File: src/rtl/pixel_window_pkg.sv
// pixel_window_pkg: definitions shared by the window builder and the edge kernel stage.
// Contents:
//   windowState_t      - frame sequencing states {IDLE, FILL, STREAM, DONE}
//   DefaultImageWidth  - default pixels per row
//   DefaultImageHeight - default rows per frame
//   DefaultPixelBits   - default pixel width (matches the SPI receiver write data)
package pixel_window_pkg;

  typedef enum logic [1:0] {
    IDLE   = 2'd0,
    FILL   = 2'd1,
    STREAM = 2'd2,
    DONE   = 2'd3
  } windowState_t;

  localparam int unsigned DefaultImageWidth  = 160;
  localparam int unsigned DefaultImageHeight = 120;
  localparam int unsigned DefaultPixelBits   = 12;

endpackage

File: src/rtl/pixel_window_builder_line_buffer.sv
// line_buffer: one image row of pixel storage.
// Ports:
//   i_clk   - clock for the write port
//   i_we    - write enable
//   i_addr  - shared read/write column address
//   i_wdata - write data
//   o_rdata - combinational read data (returns the old value in the write cycle)
// No reset: every entry is written before it is read within a frame.
module line_buffer #(
  parameter int unsigned Depth = 160,
  parameter int unsigned Width = 12
) (
  input  logic                     i_clk,
  input  logic                     i_we,
  input  logic [$clog2(Depth)-1:0] i_addr,
  input  logic [Width-1:0]         i_wdata,
  output logic [Width-1:0]         o_rdata
);

  logic [Width-1:0] r_mem [Depth];

  assign o_rdata = r_mem[i_addr];

  always_ff @(posedge i_clk) begin
    if (i_we) begin
      r_mem[i_addr] <= i_wdata;
    end
  end

endmodule

File: src/rtl/pixel_window_builder.sv
// pixel_window_builder: builds 3x3 neighbourhoods from a raster pixel strobe stream.
// Ports:
//   i_clk, i_reset        - clock, asynchronous active-high reset
//   i_pixel_data/_valid   - pixel and one-cycle accept strobe from the receiver
//   i_frame_restart       - synchronous restart of the frame counters/state
//   o_window              - 3x3 window, row-major, bottom-right pixel in the LSBs
//   o_window_valid        - one-cycle strobe, window and centre coordinates valid
//   o_centre_x/_y         - coordinates of the window centre pixel
//   o_frame_done          - one-cycle pulse after the last pixel of a frame
//   o_busy                - high while a frame is being received
//   o_overrun             - sticky protocol-violation flag (PIXEL_OVERRUN_DETECT_EN only)
// Optional feature macro: PIXEL_OVERRUN_DETECT_EN
module pixel_window_builder
  import pixel_window_pkg::*;
#(
  parameter int unsigned ImageWidth  = DefaultImageWidth,
  parameter int unsigned ImageHeight = DefaultImageHeight,
  parameter int unsigned PixelBits   = DefaultPixelBits
) (
  input  logic                           i_clk,
  input  logic                           i_reset,
  input  logic [PixelBits-1:0]           i_pixel_data,
  input  logic                           i_pixel_valid,
  input  logic                           i_frame_restart,
  output logic [9*PixelBits-1:0]         o_window,
  output logic                           o_window_valid,
  output logic [$clog2(ImageWidth)-1:0]  o_centre_x,
  output logic [$clog2(ImageHeight)-1:0] o_centre_y,
  output logic                           o_frame_done,
  output logic                           o_busy
`ifdef PIXEL_OVERRUN_DETECT_EN
  ,
  output logic                           o_overrun
`endif
);

  localparam int unsigned ColBits = $clog2(ImageWidth);
  localparam int unsigned RowBits = $clog2(ImageHeight);
  localparam logic [ColBits-1:0] LastCol = ColBits'(ImageWidth - 1);
  localparam logic [RowBits-1:0] LastRow = RowBits'(ImageHeight - 1);

  windowState_t r_state, w_state_d, w_state_eff;
  logic [ColBits-1:0] r_col, w_col_d, w_col_eff;
  logic [RowBits-1:0] r_row, w_row_d, w_row_eff;
  logic [PixelBits-1:0] r_win [3][3];  // [row][col], row 0 is the oldest image row
  logic [PixelBits-1:0] w_old_rd, w_new_rd;
  logic [ColBits-1:0] r_centre_x;
  logic [RowBits-1:0] r_centre_y;
  logic r_window_valid, r_frame_done;
  logic w_accept, w_last_col, w_emit, w_frame_done_d;

  // A restart makes this cycle behave as if the block were idle at (0,0), so a
  // coincident strobe is taken as the first pixel of the new frame.
  assign w_state_eff = i_frame_restart ? IDLE : r_state;
  assign w_col_eff   = i_frame_restart ? '0 : r_col;
  assign w_row_eff   = i_frame_restart ? '0 : r_row;
  assign w_accept    = i_pixel_valid && (w_state_eff != DONE);
  assign w_last_col  = (w_col_eff == LastCol);
  assign w_emit      = w_accept && (w_row_eff >= RowBits'(2)) && (w_col_eff >= ColBits'(2));

  always_comb begin
    w_state_d      = w_state_eff;
    w_col_d        = w_col_eff;
    w_row_d        = w_row_eff;
    w_frame_done_d = 1'b0;
    if (w_state_eff == DONE) begin
      w_state_d = IDLE;
    end else if (w_accept) begin
      w_col_d = w_last_col ? '0 : w_col_eff + ColBits'(1);
      w_row_d = w_last_col ? w_row_eff + RowBits'(1) : w_row_eff;
      unique case (w_state_eff)
        IDLE: w_state_d = FILL;
        FILL: begin
          if (w_last_col && (w_row_eff == RowBits'(1))) w_state_d = STREAM;
        end
        STREAM: begin
          if (w_last_col && (w_row_eff == LastRow)) begin
            w_state_d      = DONE;
            w_row_d        = '0;
            w_frame_done_d = 1'b1;
          end
        end
        default: w_state_d = IDLE;
      endcase
    end
  end

  always_ff @(posedge i_clk or posedge i_reset) begin
    if (i_reset) begin
      r_state        <= IDLE;
      r_col          <= '0;
      r_row          <= '0;
      r_window_valid <= 1'b0;
      r_frame_done   <= 1'b0;
      r_centre_x     <= '0;
      r_centre_y     <= '0;
      for (int r = 0; r < 3; r++) begin
        for (int c = 0; c < 3; c++) begin
          r_win[r][c] <= '0;
        end
      end
    end else begin
      r_state        <= w_state_d;
      r_col          <= w_col_d;
      r_row          <= w_row_d;
      r_window_valid <= w_emit;
      r_frame_done   <= w_frame_done_d;
      if (w_emit) begin
        r_centre_x <= w_col_eff - ColBits'(1);
        r_centre_y <= w_row_eff - RowBits'(1);
      end
      if (w_accept) begin
        for (int r = 0; r < 3; r++) begin
          r_win[r][0] <= r_win[r][1];
          r_win[r][1] <= r_win[r][2];
        end
        // Line buffer reads return the pre-write contents of this column.
        r_win[0][2] <= w_old_rd;
        r_win[1][2] <= w_new_rd;
        r_win[2][2] <= i_pixel_data;
      end
    end
  end

  // Two rows back: gets the previous row's pixel as the newer row moves down.
  line_buffer #(
    .Depth (ImageWidth),
    .Width (PixelBits)
  ) u_line_buf_old (
    .i_clk   (i_clk),
    .i_we    (w_accept),
    .i_addr  (w_col_eff),
    .i_wdata (w_new_rd),
    .o_rdata (w_old_rd)
  );

  line_buffer #(
    .Depth (ImageWidth),
    .Width (PixelBits)
  ) u_line_buf_new (
    .i_clk   (i_clk),
    .i_we    (w_accept),
    .i_addr  (w_col_eff),
    .i_wdata (i_pixel_data),
    .o_rdata (w_new_rd)
  );

  assign o_window = {r_win[0][0], r_win[0][1], r_win[0][2],
                     r_win[1][0], r_win[1][1], r_win[1][2],
                     r_win[2][0], r_win[2][1], r_win[2][2]};
  assign o_window_valid = r_window_valid;
  assign o_centre_x     = r_centre_x;
  assign o_centre_y     = r_centre_y;
  assign o_frame_done   = r_frame_done;
  assign o_busy         = (r_state == FILL) || (r_state == STREAM);

`ifdef PIXEL_OVERRUN_DETECT_EN
  logic r_prev_valid, r_overrun;

  always_ff @(posedge i_clk or posedge i_reset) begin
    if (i_reset) begin
      r_prev_valid <= 1'b0;
      r_overrun    <= 1'b0;
    end else begin
      r_prev_valid <= i_pixel_valid;
      if (i_frame_restart) begin
        r_overrun <= 1'b0;
      end else if (i_pixel_valid && ((r_state == DONE) || r_prev_valid)) begin
        r_overrun <= 1'b1;
      end
    end
  end

  assign o_overrun = r_overrun;
`endif

endmodule

File: config.mk
export PLATFORM = sky130hd
export DESIGN_NAME = pixel_window_builder
export DESIGN_NICKNAME = d
export VERILOG_FILES = /design/src/rtl/pixel_window_pkg.sv /design/src/rtl/pixel_window_builder_line_buffer.sv /design/src/rtl/pixel_window_builder.sv
export SDC_FILE = /design/constraint.sdc
export NUM_CORES = 2
export LEC_CHECK = 0
export ABC_AREA = 0
export BUFFER_PORTS_ARGS = -buffer_cell sky130_fd_sc_hd__buf_2
export CAP_MARGIN = 10
export CORE_MARGIN = 5
export CORE_UTILIZATION = 45
export CTS_CLUSTER_DIAMETER = 120
export DETAILED_ROUTE_END_ITERATION = 8
export GPL_TIMING_DRIVEN = 1
export PLACE_DENSITY = 0.61
export RECOVER_POWER = 50
export SYNTH_ARGS = -nofsm -noshare
export SYNTH_HDL_FRONTEND = slang
export SYNTH_HIERARCHICAL = 1
export SYNTH_SLANG_ARGS = --single-unit
File: constraint.sdc
create_clock -name i_clk -period 10.7 [get_ports i_clk]
set_input_delay 1.605 -clock i_clk [delete_from_list [all_inputs] [get_ports i_clk]]
set_output_delay 1.605 -clock i_clk [all_outputs]
set_load 0.02 [all_outputs]
# After elaboration in Yosys (flattened, before gate mapping)
# Memory sizes are Yosys's and may differ from the RTL's. A register that Yosys moved wholly into a read port is not among the register bits.
# Cells that the tools add are included.
[word_totals]
inputBits = 16
ramBits = 3840
mem_bits_ro = 0
wordCells = 61
latchBits = 0
memories = 2
regBits = 130
[op_classes]
n_mux = 22
n_eq_ne = 9
n_shift = 0
reduce_logical = 7
bitwise = 0
div_mod_pow = 0
add_sub_neg = 4
order_cmp = 2
mul = 0
[mem_list]
columns = ["memory", "depth", "width", "rd", "rd_ports_with_merged_regs", "wr", "line", "rtl"]
rows = [
  ["u_line_buf_new.r_mem", 160, 12, 1, 0, 1, "pixel_window_builder_line_buffer.sv:20", "logic [Width-1:0] r_mem [Depth];"],
  ["u_line_buf_old.r_mem", 160, 12, 1, 1, 1, "pixel_window_builder_line_buffer.sv:20", ""],
]
[ops]
columns = ["operator", "count"]
rows = [
  ["7-bit 2-to-1 mux", 6],
  ["8-bit 2-to-1 mux", 4],
  ["2-bit 2-to-1 mux", 5],
  ["8-bit by 1-bit adder with 8-bit output, second input constant", 1],
  ["8-bit equality test, second input constant", 1],
  ["8-bit by 2-bit greater-or-equal comparator with 1-bit output, second input constant", 1],
  ["8-bit by 1-bit subtractor with 8-bit output, second input constant", 1],
  ["7-bit by 1-bit adder with 7-bit output, second input constant", 1],
  ["7-bit by 1-bit equality test with 1-bit output, second input constant", 1],
  ["7-bit equality test, second input constant", 1],
  ["7-bit by 2-bit greater-or-equal comparator with 1-bit output, second input constant", 1],
  ["7-bit by 1-bit subtractor with 7-bit output, second input constant", 1],
  ["2-bit equality test, second input constant", 3],
  ["1-bit 2-to-1 mux", 6],
  ["2-bit one-hot mux with 3 select lines", 1],
  ["1-bit logical AND", 5],
  ["2-bit by 1-bit equality test with 1-bit output, second input constant", 2],
  ["2-bit logical NOT", 1],
  ["2-bit != test, second input constant", 1],
  ["1-bit logical OR", 1],
]

# Depth between registers and ports, before layout
[logic_depth]
word_depth = 7
mapped_depth = 18
depth_no_buf = 10

# Modules after synthesis
# Netlist, hierarchy kept.
[by_module_without_submodules]
columns = ["module", "instances", "seq_area_each_um2", "area_each_um2", "cells_each"]
rows = [
  ["line_buffer", 2, 57655.3, 74076.0, 3459],
  ["pixel_window_builder", 1, 3553.4, 6048.3, 663],
]

# Least setup slack after synthesis
# No wires, ideal clock.
[synth_path]
path_type = "input -> register"
from = "input i_frame_restart"
to = "memory u_line_buf_old.r_mem[0][8] (data pin)"
t_required_ns = 9.656
stages = 10
setup_ns = 1.044
slack_ns = 1.843
arrival_time_ns = 7.813
cell_sequence = "clkbuf_1 > nor2b_1 > buf_2 > buf_2 > clkbuf_1 > mux4_2 > mux2i_1 > nand2_1 > o221ai_1 > o211ai_1"
[synth_between]
elab_chain_cells = 2
[synth_rtl]
columns = ["item", "line", "rtl"]
rows = [
  ["start, declared", "pixel_window_builder.sv:24", "input logic i_frame_restart,"],
  ["8-bit 2-to-1 mux", "pixel_window_builder.sv:55", "assign w_col_eff = i_frame_restart ? '0 : r_col;"],
  ["named net w_col_eff[3]", "pixel_window_builder.sv:43", "logic [ColBits-1:0] r_col, w_col_d, w_col_eff;"],
  ["memory read 160 x 12 bit", "n/a", ""],
  ["named net w_new_rd[8]", "pixel_window_builder.sv:46", "logic [PixelBits-1:0] w_old_rd, w_new_rd;"],
  ["end, declared", "pixel_window_builder_line_buffer.sv:20", ""],
]
# The timed path passes the listed nets, and every way through them passes these cells.

# Worst setup path after layout
[layout_path]
from = "input i_frame_restart"
to = "memory u_line_buf_new.r_mem[140][5], enable pin"
[layout_between]
elab_chain_cells = 5
elab_cells_between_ends = 6
[layout_rtl]
columns = ["item", "line", "rtl"]
rows = [
  ["2-bit 2-to-1 mux", "pixel_window_builder.sv:54", "assign w_state_eff = i_frame_restart ? IDLE : r_state;"],
  ["2-bit != test", "pixel_window_builder.sv:57", "assign w_accept = i_pixel_valid && (w_state_eff != DONE);"],
  ["1-bit logical AND", "pixel_window_builder.sv:57", ""],
  ["1-bit 2-to-1 mux", "pixel_window_builder_line_buffer.sv:25", "if (i_we) begin"],
  ["1-bit 2-to-1 mux (not written as such)", "pixel_window_builder_line_buffer.sv:26", "r_mem[i_addr] <= i_wdata;"],
  ["end, declared", "pixel_window_builder_line_buffer.sv:20", ""],
]
# Parallel ways exist; a longest one is shown, timed or not.

==> summary.md <==
| Metric | Value |
|---|---|
| Status | finished with violations |
| Failing checks | max-capacitance violations, max-slew violations |
| Clock Skew | 0.04913 ns |
| Final setup viols | 0 |
| Initial antenna violation count | 9 |
| Max FO, Critical Path | 52 |
| Number of port buffers | 141 |
| Post-Syn Area | 154,200 um2 |
| DRT Wirelength | 406,100 um |
| Register Area | 118,900 um2 |
| Routability Congestion | around 0.9 |
| H-tree depth | 5 |
| Clock Latency Late Sink | around 0.94 ns |
| Remaining DRCs | 0 |
| Iter 0 DRT Violations | 9,976 |
| Post-CTS Resized | 0 |
| Post-CTS setup buffers | 0 |
| Gr busiest metal | met2 |
| Met1 global-route usage | 32.83% |
| Vias in the first global route | 78,320 |
| Seq/Total Area, Yosys | about 77% |
| # nets final | 8,119 |
| CTS root buf | clkbuf_16 |
| Clk sinks | around 4,000 |
| Fillcell total | 27,260 |
| Asr flop ratio synth | approximately 3.6% |
| Number of synthesized flops with an enable pin | 3,840 |
| Layout area overhead | 12.64% |
| CTS Buffer Depth | 4 |
| Hold slack | 0.4788 ns |
| Lkg Pwr | 53.69 nW |
| Core area | 342,200 um2 |
| Die Span Y | 595.4 um |
| Max Freq | 111.7 MHz |
| WP data required | 11.21 ns |
| Total GRT Usage | 22.42% |
| CTS tree | built |
| Tcrit/Tclk final | 83.67% |
| Final hold violation count | 0 |
| Post-Syn Nets | 7,604 |
| Peak supply drop | 0.1404 mV |
| Slew Viols, Final | roughly 2,300 |
| Dominant cell type by area after synthesis | edfxtp_1 |
| Critical path class | in -> reg |
| Starting Density | a little under half |
| Via density | 6.083 |
| DR pass1 iterations | 7 |
| CP Capture Type | flop |
| I/O pins | ~140 |
| Area of the multi-input gates | 33,330 um2 |
| P per Cell Area | 191.4 nW/um2 |
| Slew @ Worst Pin | ~5.4 ns |
| Netlist cell types | 59 |
| Routing usage on met3 | 5.406% |
| Top cell type's share of synthesized area | 74.78% |
| Max Cap Violations | 36 |
| HPWL Detailed | 243,000 um |
| Top FF cell, synth | edfxtp_1 |
| Setup TNS | 0 ns |
| RSZ-0062 raised after global routing | false |
| CP arrival | approximately 9.5 ns |
| Post-synthesis cell count | 7,581 |
| Finished Layout Cells | 12,980 |
| Met2 Use GR | 33.91% |
| Syn_area_per_cell | around 20 um2 |
| CTS Hold Bufs | 0 |
| Die area | roughly 350,000 um2 |
| Largest net degree at the start of global routing | approximately 160 |
| Vias | 78,950 |
| Routed len/inst | 31.29 um |
| Rows | 215 |
| Hold Crit Class | reg -> reg |
| Final min period | roughly 9 ns |
| Synth area leaders | edfxtp_1, mux4_2, mux2i_1 |
| Worst-path clk slew | ~0.060 ns |
| Seq cells post-synth | roughly 4,000 |
| First-pass GRT wire length | approximately 580,000 um |
| CTS buffer count | 394 |
| Placed cell count | 12,260 |
| ANT nets after route | 0 |
| Slew margin rel. | -260.0% |
| Warnings, synthesis | 6 |
| Share of layout cells above drive strength 1 | 20.94% |
| R2R setup slack | 2.96 ns |
| Die Width | about 600 um |
| Startpoint class of the critical path | primary input |
| Total gr overflow | 0 |
-- cell type report --
class	instances	share of cell area (%)
clock buffers	487	6.003
flip-flops and latches	3982	68.43
clock inverters	233	1.084
multi-input cells	3137	19.19
well taps	4557	3.283
inverters	18	0.05042
diodes	2	0.002881
repair buffers	563	1.957
-- stage by stage --
stage	setup WS (ns)	area (um2)	utilization, %	power, mW
3_3_place_gp	2.403	162300	47.44	20.25
6_report	1.747	173700	50.76	33.24
3_5_place_dp	2.566	162400	47.47	20.31
4_1_cts	3.566	174700	51.07	33.50
2_1_floorplan	1.843	154200	-	19.48
5_1_grt	1.726	173700	50.76	34.31
-- cells in the final DEF, fill, tap and decap left out, types with 23 or more instances in the layout --
cell type	Yosys	layout
clkbuf_1	196	383
mux2_2	58	58
clkinv_2	0	83
edfxtp_1	3840	3840
buf_4	62	225
dfrtp_1	142	142
nor2_1	296	261
clkinv_1	3	95
nand2_1	470	470
mux4_2	790	790
nor2_2	0	31
o22ai_1	23	23
nand3_1	114	111
a21oi_1	187	187
nor3_1	73	45
mux2i_1	419	419
nand2b_1	27	27
buf_12	3	26
bufinv_16	0	25
clkbuf_16	0	400
nand4_1	31	31
a22oi_1	358	358
a211oi_1	41	41
-- flip-flops by register name, indices dropped and copies added, names as in the netlist --
register	count
o_centre_x	8
o_window	108
r_col	8
u_line_buf_new/r_mem	1920
r_state	2
r_row	7
o_window_valid	1
o_frame_done	1
o_centre_y	7
u_line_buf_old/r_mem	1920
-- where the power goes --
group / switching [mW] / internal, mW
clock network: 5.76 / 7.52
registers: 0.0999 / 17.5
logic: 1.58 / 0.769
-- metal layers --
metal / wire (um) / vias to the layer above / share of wire (%)
met4: 12210 / 2 / 3.0
met5: 13 / - / 0.0032
met3: 41140 / 652 / 10
li1: - / 32260 / -
met2: 185700 / 3882 / 46
met1: 167100 / 42150 / 41
-- critical path, cell delays in order --
cell,delay [ns]
clkbuf_1,0.64
nand3b_1,0.52
nand2_1,0.95
clkinvlp_2,2.69
nand3_1,1.57
clkbuf_1,0.74
nor2_1,0.11
clkbuf_1,0.48
-- Yosys cell counts, types with 11 or more instances --
| library cell | n |
|---|---|
| or4_1 | 14 |
| buf_2 | 95 |
| o41ai_1 | 18 |
| clkbuf_1 | 196 |
| o211ai_1 | 16 |
| a21oi_1 | 187 |
| nor2b_1 | 35 |
| buf_4 | 62 |
| inv_1 | 15 |
| nor3_1 | 73 |
| o22ai_1 | 23 |
| nand2b_1 | 27 |
| edfxtp_1 | 3840 |
| nand3_1 | 114 |
| a22o_1 | 16 |
| a31oi_1 | 21 |
| buf_1 | 40 |
| nor2_1 | 296 |
| nand2_1 | 470 |
| buf_6 | 46 |
| a221oi_1 | 13 |
| and2_1 | 17 |
| a22oi_1 | 358 |
| mux4_2 | 790 |
| dfrtp_1 | 142 |
| mux2_2 | 58 |
| mux2i_1 | 419 |
| o21ai_0 | 11 |
| a211oi_1 | 41 |
| nand4_1 | 31 |
-- cell families (layout without fill, tap and decap cells) --
kind of cell,count (synthesis),after routing,synth area share (%)
DFF,3982,3982,77.08
muxes,1272,1272,14.73
and+or+nand+nor,1112,1112,3.160
AOI/OAI and AO/OA,735,735,3.284
buffers and inverters,462,1301,1.623
xor gates and xnor gates,11,11,0.06248
adders and majority gates,7,7,0.05680
other,0,2,0
-- worst paths after layout --
| check | end | cells after the start | startpoint |
|---|---|---|---|
| min in group asynchronous | o_window[30] | 2 | i_reset |
| max in group asynchronous | o_window[71] | 3 | i_reset |
| min reg2reg | o_window[100] | 2 | o_window[100] |
| max | u_line_buf_new/r_mem[140][5] | 8 | i_frame_restart |
| min | o_window[100] | 2 | o_window[100] |
| max reg2reg | u_line_buf_new/r_mem[140][5] | 7 | r_state[1] |
Power figures use the tool's default switching activity.
